## src/rtl/key_pkg.sv

```systemverilog
// key_pkg: shared state type and priority encoder for the keypad front end
package key_pkg;

    typedef enum logic [1:0] {IDLE, DEBOUNCE, PRESSED, RELEASE} key_state_t;

    localparam int ENC_MAX = 256;

    function automatic logic [7:0] prio_enc(input logic [ENC_MAX-1:0] v);
        prio_enc = '0;
        for (int i = ENC_MAX - 1; i >= 0; i--)
            if (v[i]) prio_enc = 8'(i);
    endfunction

endpackage

```

## src/rtl/key_sync.sv

```systemverilog
// key_sync: two-flop synchroniser for asynchronous key lines
module key_sync #(
    parameter int WIDTH = 1
) (
    input  logic             clk,
    input  logic             rst,
    input  logic [WIDTH-1:0] d,
    output logic [WIDTH-1:0] q
);

    logic [WIDTH-1:0] meta;

    // shift raw lines through two flops to settle metastability
    always_ff @(posedge clk) begin
        if (rst) begin
            meta <= '0;
            q    <= '0;
        end else begin
            meta <= d;
            q    <= meta;
        end
    end

endmodule

```

## src/rtl/keypad_encoder.sv

```systemverilog
// keypad_encoder: debounce, priority-encode and strobe key presses with optional auto-repeat
module keypad_encoder
    import key_pkg::*;
#(
    parameter int NUM_KEYS    = 20,
    parameter int DB_CYCLES   = 4,
    parameter int REPEAT_EN   = 0,
    parameter int REPEAT_DLY  = 16,
    parameter int REPEAT_RATE = 8,
    localparam int CODE_W     = $clog2(NUM_KEYS)
) (
    input  logic                clk,
    input  logic                rst,
    input  logic [NUM_KEYS-1:0] in,
    output logic [CODE_W-1:0]   out,
    output logic                strobe,
    output logic                held,
    output logic                multi
);

    localparam int MAX_AB = (DB_CYCLES > REPEAT_DLY) ? DB_CYCLES : REPEAT_DLY;
    localparam int MAX_C  = (MAX_AB > REPEAT_RATE) ? MAX_AB : REPEAT_RATE;
    localparam int CNT_W  = $clog2(MAX_C + 1);

    logic [NUM_KEYS-1:0] s;
    logic [NUM_KEYS-1:0] cand;
    key_state_t          state;
    logic [CNT_W-1:0]    cnt;
    logic [CNT_W-1:0]    rpt;
    logic                rpt_first;
    logic [CNT_W-1:0]    rpt_nxt;
    logic                rpt_hit;
    logic [CODE_W-1:0]   code;

    key_sync #(.WIDTH(NUM_KEYS)) u_sync (
        .clk(clk),
        .rst(rst),
        .d  (in),
        .q  (s)
    );

    assign code    = CODE_W'(prio_enc(ENC_MAX'(cand)));
    assign rpt_nxt = rpt + 1'b1;
    assign rpt_hit = rpt_nxt == (rpt_first ? CNT_W'(REPEAT_DLY) : CNT_W'(REPEAT_RATE));

    // press/release debounce FSM; accept registers code and fires the strobe
    always_ff @(posedge clk) begin
        if (rst) begin
            state     <= IDLE;
            cand      <= '0;
            cnt       <= '0;
            rpt       <= '0;
            rpt_first <= 1'b1;
            out       <= '0;
            strobe    <= 1'b0;
            held      <= 1'b0;
            multi     <= 1'b0;
        end else begin
            strobe <= 1'b0;
            case (state)
                IDLE: begin
                    if (s != '0) begin
                        state <= DEBOUNCE;
                        cand  <= s;
                        cnt   <= CNT_W'(1);
                    end
                end
                DEBOUNCE: begin
                    if (s == '0) begin
                        state <= IDLE;
                    end else if (s != cand) begin
                        cand <= s;
                        cnt  <= CNT_W'(1);
                    end else if (cnt >= CNT_W'(DB_CYCLES - 1)) begin
                        state     <= PRESSED;
                        out       <= code;
                        multi     <= $countones(cand) > 1;
                        strobe    <= 1'b1;
                        held      <= 1'b1;
                        rpt       <= '0;
                        rpt_first <= 1'b1;
                    end else begin
                        cnt <= cnt + 1'b1;
                    end
                end
                PRESSED: begin
                    if (s != cand) begin
                        state <= RELEASE;
                        held  <= 1'b0;
                        cnt   <= '0;
                    end else if (REPEAT_EN != 0) begin
                        rpt <= rpt_hit ? '0 : rpt_nxt;
                        if (rpt_hit) begin
                            strobe    <= 1'b1;
                            rpt_first <= 1'b0;
                        end
                    end
                end
                RELEASE: begin
                    if (s != '0)
                        cnt <= '0;
                    else if (cnt >= CNT_W'(DB_CYCLES - 1))
                        state <= IDLE;
                    else
                        cnt <= cnt + 1'b1;
                end
                default: state <= IDLE;
            endcase
        end
    end

endmodule

```

## config.mk

```make
export PLATFORM = sky130hd
export DESIGN_NAME = keypad_encoder
export DESIGN_NICKNAME = d
export VERILOG_FILES = /design/src/rtl/key_pkg.sv /design/src/rtl/key_sync.sv /design/src/rtl/keypad_encoder.sv
export SDC_FILE = /design/constraint.sdc
export NUM_CORES = 1
export LEC_CHECK = 0
export BUFFER_PORTS_ARGS = -buffer_cell sky130_fd_sc_hd__buf_2
export CORE_MARGIN = 8
export CORE_UTILIZATION = 59
export DETAILED_ROUTE_END_ITERATION = 10
export PLACE_DENSITY_LB_ADDON = 0.12
export SETUP_SLACK_MARGIN = 0.2
export SLEW_MARGIN = 25
export SYNTH_ARGS = -nofsm -noshare
export SYNTH_HDL_FRONTEND = slang
export SYNTH_SLANG_ARGS = --single-unit
```

## constraint.sdc

```tcl
create_clock -name clk -period 5.5 [get_ports clk]
set_input_delay 0.275 -clock clk [delete_from_list [all_inputs] [get_ports clk]]
set_output_delay 0.275 -clock clk [all_outputs]
set_load 0.005 [all_outputs]
```

==> flow_summary.yaml, run 1 <==
synthesis:
  synth_top_area_cell: "dfxtp_1"
  synth_common_cells: "dfxtp_1, nor2b_1, inv_1, nor2_1"
  yosysSeqAreaShare: 0.433
  synth_edf_count: 0
  ys.warnings.count: 0
  synth_cell_types: 40
  yosys-top-cells-area: "dfxtp_1, fa_1, nor2b_1"
  syn_nets: 398
  synth_area_um2: 3470
  synth.avg_cell_area_um2: 9.79
  ys_seq_elements: 75
  synth_cells: 354
  synth.most_common_cell: "dfxtp_1"
  synth_top_area_share: 0.433
  synth-main-ff-cell: "dfxtp_1"
  synth-async-reset-ratio: 0
setup_path:
  worstSetupStartpointType: "register"
  cpMostUsedCell: "fa_1"
  slowest_stage: "fa_1"
  crit_arrival_ns: 4.50
  reg2reg_depth: 11
  cp-startpoint: "cand[0]"
  r2r-end: "multi"
  path_cells: "inv_1, fa_1, fa_1, fa_1, fa_1, fa_1, inv_1, ha_1, fa_1, nor4b_1, a311oi_1"
  cp-end-kind: "register"
  required_ns: 5.70
  worstReg2RegStart: "cand[0]"
  slowest_delay_ns: 0.58
  cp_max_fo: 5
  reg2reg_slack_ns: 1.20
  crit_type: "reg2reg"
  endpoint: "multi"
sta:
  fin_setup_tns_ns: 0
  setup_violations: 0
  worst_pin_slew_ns: 0.702
  max_slew_margin: 0.532
  drv_slew: 0
  rsz0062_at_grt: "false"
  hold_slack_ns: 0.128
  period_minus_slack_ns: 4.30
  final_hold_viol_count: 0
  finalCritPeriodShare: 0.782
  skew_ns: 0.0111
  fmax_mhz: 233
cts:
  cts_setup_buffers: 0
  cts-resized-gates: 0
  cts_hold_buf: 0
  htreeDepth: 3
  numCtsBuffers: 9
  cts_tree: "yes"
  path_clk_slew_ns: 0.08
  clkLatencyLatePin_ns: 0.35
  cts_sinks: 75
  clk_path_buf_depth: 2
  cts_root_buffer: "clkbuf_8"
cells_and_area:
  fillerInstances: 508
  final_layout_size_suffix_gt1_frac: 0.147
  final_nets: 426
  synthToLayoutAreaGrowth_pct: 11.5
  final_area_um2: 3870
  antennaDiodeCount: 0
  postLayoutCoreUtil: 0.665
  register_area_um2: 1500
  multi_input_area_um2: 1740
place:
  io_buffers: 29
  placed_area_um2: 3640
  dp.final_hpwl_um: 4600
  gp_congestion: 0.889
power:
  powerDensity_nw_per_um2: 308
  ir_drop_mv: 0.270
  leakage_nw: 1.79
  report.power.total_mw: 1.19
routing:
  num_vias: 2343
  ant_nets: 0
  via_per_inst: 5.07
  drt_iter0_drc: 118
  dr.pass1.iters: 4
  wl_per_cell_um: 13.7
  drc: 0
  finalWirelength_um: 6310
die:
  die-area_um2: 8580
  io_pins: 30
  rows: 28
  fp.dieH_um: 92.7
  core_um2: 5820
  die_x_um: 92.7
  initial_core_util: 0.596
global_routing:
  grt_pass1_wl_um: 10800
  grt_start_max_net_pins: 76
  grt_overflow: 0
  grtUsageTotal: 0.160
  antenna_found_initial: 0
  first_global_vias: 2324
flow_run:
  cap_viol_max_count: 0
outcome:
  status: "finished, final reports clean"
min_path:
  worstHoldPathType: "in2reg"
layout make-up:
type | count | area share
timing repair buffer | 30 | 0.0395
tap | 75 | 0.0243
clock buffer | 11 | 0.0366
inverter | 41 | 0.0398
multi-input combinational | 225 | 0.450
clock inverter | 5 | 0.0214
sequential | 75 | 0.388
cell families after synthesis:
| logic type | share of synthesized area |
|---|---|
| muxes | 0.0577 |
| buffers and inverters | 0.0650 |
| adders and majority gates | 0.110 |
| AOI/OAI and AO/OA | 0.0845 |
| xor gates and xnor gates | 0.0505 |
| and+or+nand+nor | 0.200 |
| DFF | 0.433 |
cell usage in the layout (no fill, tap or decap), types with 4 or more instances in the layout:
cell	synthesis	routed
o21ai_0	8	8
ha_1	8	8
fa_1	14	14
buf_2	0	29
nor2_1	32	32
nand3_1	7	7
dfxtp_1	75	75
nand2_1	7	7
nand2b_1	7	7
inv_1	39	39
a21oi_1	11	11
nor4_1	11	11
nor4_2	4	4
clkbuf_8	0	10
mux2i_1	20	20
o21ai_1	4	4
nor2b_1	41	41
xor2_1	20	20
o211ai_1	5	5
registers in the layout, indices dropped and copies added, names as in the netlist, named ones only:
signal	flops
cnt	5
strobe	1
held	1
u_sync.q	20
state	1
cand	20
u_sync.meta	20
multi	1
out	5
stage by stage:
| stage | worst slack, ns | instances |
|---|---|---|
| after floorplan | 1.44 | 354 |
| after global placement | 1.33 | 446 |
| after detailed placement | 1.21 | 446 |
| after CTS | 1.20 | 462 |
| after global routing | 1.01 | 462 |
| final | 1.20 | 462 |
metal layers:
metal / vias up / part of all wire / track usage
met2: 53 / 0.44 / 0.247
li1: 1224 / - / -
met1: 1055 / 0.49 / 0.199
met5: - / 0 / 0
met4: 0 / 0.026 / 0.0966
met3: 11 / 0.044 / 0.0348
report_power, final:
group	total [mW]	switching, mW	internal, mW	leakage, nW
Clock	0.470	0.200	0.270	0.114
Sequential	0.580	0.0172	0.563	0.615
Combinational	0.140	0.0759	0.0638	1.07
Total	1.19	0.293	0.897	1.79
worst min path at each step:
stage	endpoint	slack, ns	startpoint	cells after the start
global route	u_sync.meta[1]	0.12	in[1]	2
detailed placement	u_sync.q[13]	0.42	u_sync.meta[13]	1
finish	u_sync.meta[2]	0.13	in[2]	2
floorplan	u_sync.meta[0]	0.40	in[0]	1
global placement	u_sync.q[7]	0.42	u_sync.meta[7]	1
CTS	u_sync.meta[1]	0.11	in[1]	2
critical path, delay by kind of cell (launching register included):
kind / cells / cell delay (ns)
AO/OA/AOI/OAI: 1 / 0.14
adder cells (fa/ha/maj): 7 / 3.14
buffers and inverters: 2 / 0.15
flip-flops: 1 / 0.42
AND/OR/NAND/NOR: 1 / 0.31
Power figures use the tool's default switching activity.
==> run 2, diff against run 1 <==
--- a/config.mk
+++ b/config.mk
@@ -5,9 +5,10 @@
 export SDC_FILE = /design/constraint.sdc
 export NUM_CORES = 1
 export LEC_CHECK = 0
+export ABC_AREA = 1
 export BUFFER_PORTS_ARGS = -buffer_cell sky130_fd_sc_hd__buf_2
 export CORE_MARGIN = 8
-export CORE_UTILIZATION = 59
+export CORE_UTILIZATION = 53
 export DETAILED_ROUTE_END_ITERATION = 10
 export PLACE_DENSITY_LB_ADDON = 0.12
 export SETUP_SLACK_MARGIN = 0.2
==> constraint.sdc (replaced) <==
create_clock -name clk -period 3.6 [get_ports clk]
set_input_delay 0.18 -clock clk [delete_from_list [all_inputs] [get_ports clk]]
set_output_delay 0.18 -clock clk [all_outputs]
set_load 0.005 [all_outputs]
==> run 2 against run 1 <==
Effect of this change: the flow now finishes with violations (setup timing); cell count rose by 23%; sequential power increased by 56%; utilization shrank 3.3 points; synthesized cell count up 25%; maximum frequency rose by 12%; combinational power rose to 4.3 times the previous value; critical path depth unchanged; count of clock-buffer cells in the layout stayed put; flip-flop and latch count unchanged; non-clock buffer count up 17; synthesized area up 1.6%; global-route usage down 0.83 points; critical path type unchanged; largest power group unchanged.
==> flow_summary.yaml, run 2 <==
outcome:
  status: "finished with violations"
  violations: "setup timing"
synthesis:
  synth-main-ff-cell: "dfxtp_1"
  synthAdderAreaFrac: 0.108
  yosys-top-cells-area: "dfxtp_1, inv_1, fa_1"
  ys.warnings.count: 0
  synth_top_area_share: 0.426
  synth_xor_xnor_area_share: 0.0274
  synth_compound_area_frac: 0.120
  ys_seq_elements: 75
  synth-async-reset-ratio: 0
  synth_top_family_by_area: "simple AND/OR/NAND/NOR gates"
  synth_cells: 441
  synth.most_common_cell: "inv_1"
  yosysSeqAreaShare: 0.426
  synth_edf_count: 0
  synth.area.mux_share: 0
  syn_nets: 485
  synth_common_cells: "inv_1, dfxtp_1, nor2_1, nand2_1, o21ai_1"
  synth_cell_types: 33
  yosys.area_share.simple: 0.198
  synth_top_area_cell: "dfxtp_1"
  synth.avg_cell_area_um2: 7.99
  synth_area_um2: 3520
cells_and_area:
  top_regs: "cand x20, u_sync.meta x20, u_sync.q x20"
  synthToLayoutAreaGrowth_pct: 14.6
  mostFrequentLayoutCell: "inv_1"
  final_area_um2: 4040
  final_nets: 530
  final_cell_mix: "inv_1, dfxtp_1, nor2_1"
  antennaDiodeCount: 0
  final_layout_size_suffix_gt1_frac: 0.237
setup_path:
  endpoint: "multi"
  reg2reg_slack_ns: -0.25
  crit_arrival_ns: 4.08
  cp-startpoint: "cand[15]"
  worstSetupStartpointType: "register"
  cp-end-kind: "register"
  worstReg2RegStart: "cand[15]"
  reg2reg_depth: 11
  crit_type: "reg2reg"
  required_ns: 3.83
  cp_max_fo: 2
  r2r-end: "multi"
cts:
  cts_root_buffer: "clkbuf_8"
  cts_sinks: 75
  path_clk_slew_ns: 0.08
  cts_tree: "yes"
  clk_path_buf_depth: 2
  htreeDepth: 3
  clkLatencyLatePin_ns: 0.35
  numCtsBuffers: 9
  cts_setup_buffers: 0
sta:
  fin_setup_tns_ns: -0.250
  final_hold_viol_count: 0
  skew_ns: 0.00577
  rsz0062_at_grt: "true"
  hold_slack_ns: 0.0293
  fmax_mhz: 260
  drv_slew: 0
  finalCritPeriodShare: 1.07
  setup_violations: 1
  fin_ws_ns: -0.250
  period_minus_slack_ns: 3.85
  max_slew_margin: 0.406
  worst_pin_slew_ns: 0.890
power:
  p_comb_frac: 0.283
  swShare: 0.312
  pwr-share-seq: 0.422
  leakage_nw: 1.93
  ir_drop_mv: 0.357
  powerDensity_nw_per_um2: 532
  intPower_mw: 1.48
  power_frac_clock: 0.296
  p_sw_uw: 669
die:
  die_x_um: 97.5
  io_pins: 30
  fp.dieH_um: 97.5
  die-area_um2: 9510
  initial_core_util: 0.552
  core_um2: 6390
  rows: 29
global_routing:
  first_global_vias: 2698
  grt_start_max_net_pins: 44
  grt_pass1_wl_um: 11900
  antenna_found_initial: 0
  grtUsageTotal: 0.151
  grt_overflow: 0
routing:
  drt_iter0_drc: 196
  ant_nets: 0
  dr.pass1.iters: 4
  drc: 0
  num_vias: 2725
  finalWirelength_um: 6710
  via_per_inst: 4.81
  wl_per_cell_um: 11.8
place:
  io_buffers: 29
  placed_area_um2: 3830
  dp_slack_ns: -0.348
  gp_congestion: 0.819
  dp.final_hpwl_um: 4990
min_path:
  worstHoldPathType: "in2reg"
flow_run:
  cap_viol_max_count: 0
run 2: layout make-up:
type	count	area, um2
Clock buffer	11	141
Clock inverter	4	51.3
Fill cell	574	2350
Inverter	94	353
Multi-Input combinational cell	259	1610
Sequential cell	75	1510
Tap cell	77	96.3
Timing Repair Buffer	47	280
run 2: repair_timing:
item	CTS	global route
gates resized for setup	1	2
hold endpoints to repair	0	0
cloned	0	0
pin swaps	1	0
hold buffers	0	0
setup endpoints to repair	1	1
run 2: per-stage QoR:
step,power [mW],std cells,utilization
floorplan,1.35,441,-
CTS,2.18,567,0.631
global route,2.31,567,0.632
finish,2.15,567,0.632
detailed placement,1.52,552,0.600
global placement,1.49,552,0.600
run 2: worst min-delay path by stage:
stage                 from               to  slack (ns)  depth (start not counted)
global route         in[6]   u_sync.meta[6]        0.02                          3
floorplan            in[0]   u_sync.meta[0]        0.29                          2
CTS                 in[17]  u_sync.meta[17]        0.02                          3
global placement     in[3]   u_sync.meta[3]        0.38                          3
detailed placement   in[1]   u_sync.meta[1]        0.39                          3
finish               in[5]   u_sync.meta[5]        0.03                          3
run 2: power by group through the flow:
stage,logic (mW),clock network [mW],registers [mW]
after floorplan,0.433,0,0.919
after global placement,0.567,0,0.922
after detailed placement,0.599,0,0.924
after CTS,0.618,0.653,0.904
after global routing,0.711,0.691,0.910
final,0.606,0.635,0.905
run 2: worst max-delay path: stages, from the launching register on:
cell and delay (ns):
dfxtp_2 0.34, inv_2 0.05, fa_1 0.56, fa_1 0.45, fa_1 0.53, fa_1 0.43, fa_1 0.49, inv_1 0.04
ha_2 0.17, fa_1 0.45, nor4_2 0.15, a31oi_1 0.10
run 2: cell families after synthesis:
logic type | after synthesis
AND/OR/NAND/NOR | 161
buffers and inverters | 107
flip-flops | 75
AO/OA/AOI/OAI | 65
adder cells (fa/ha/maj) | 22
XOR/XNOR | 11
run 2: metal layers:
| metal | up-vias | routed length, um | GRT usage |
|---|---|---|---|
| met3 | 7 | 250 | 0.0384 |
| met2 | 50 | 2970 | 0.240 |
| li1 | 1441 | - | - |
| met5 | - | 0 | 0 |
| met4 | 0 | 102 | 0.0676 |
| met1 | 1227 | 3380 | 0.188 |
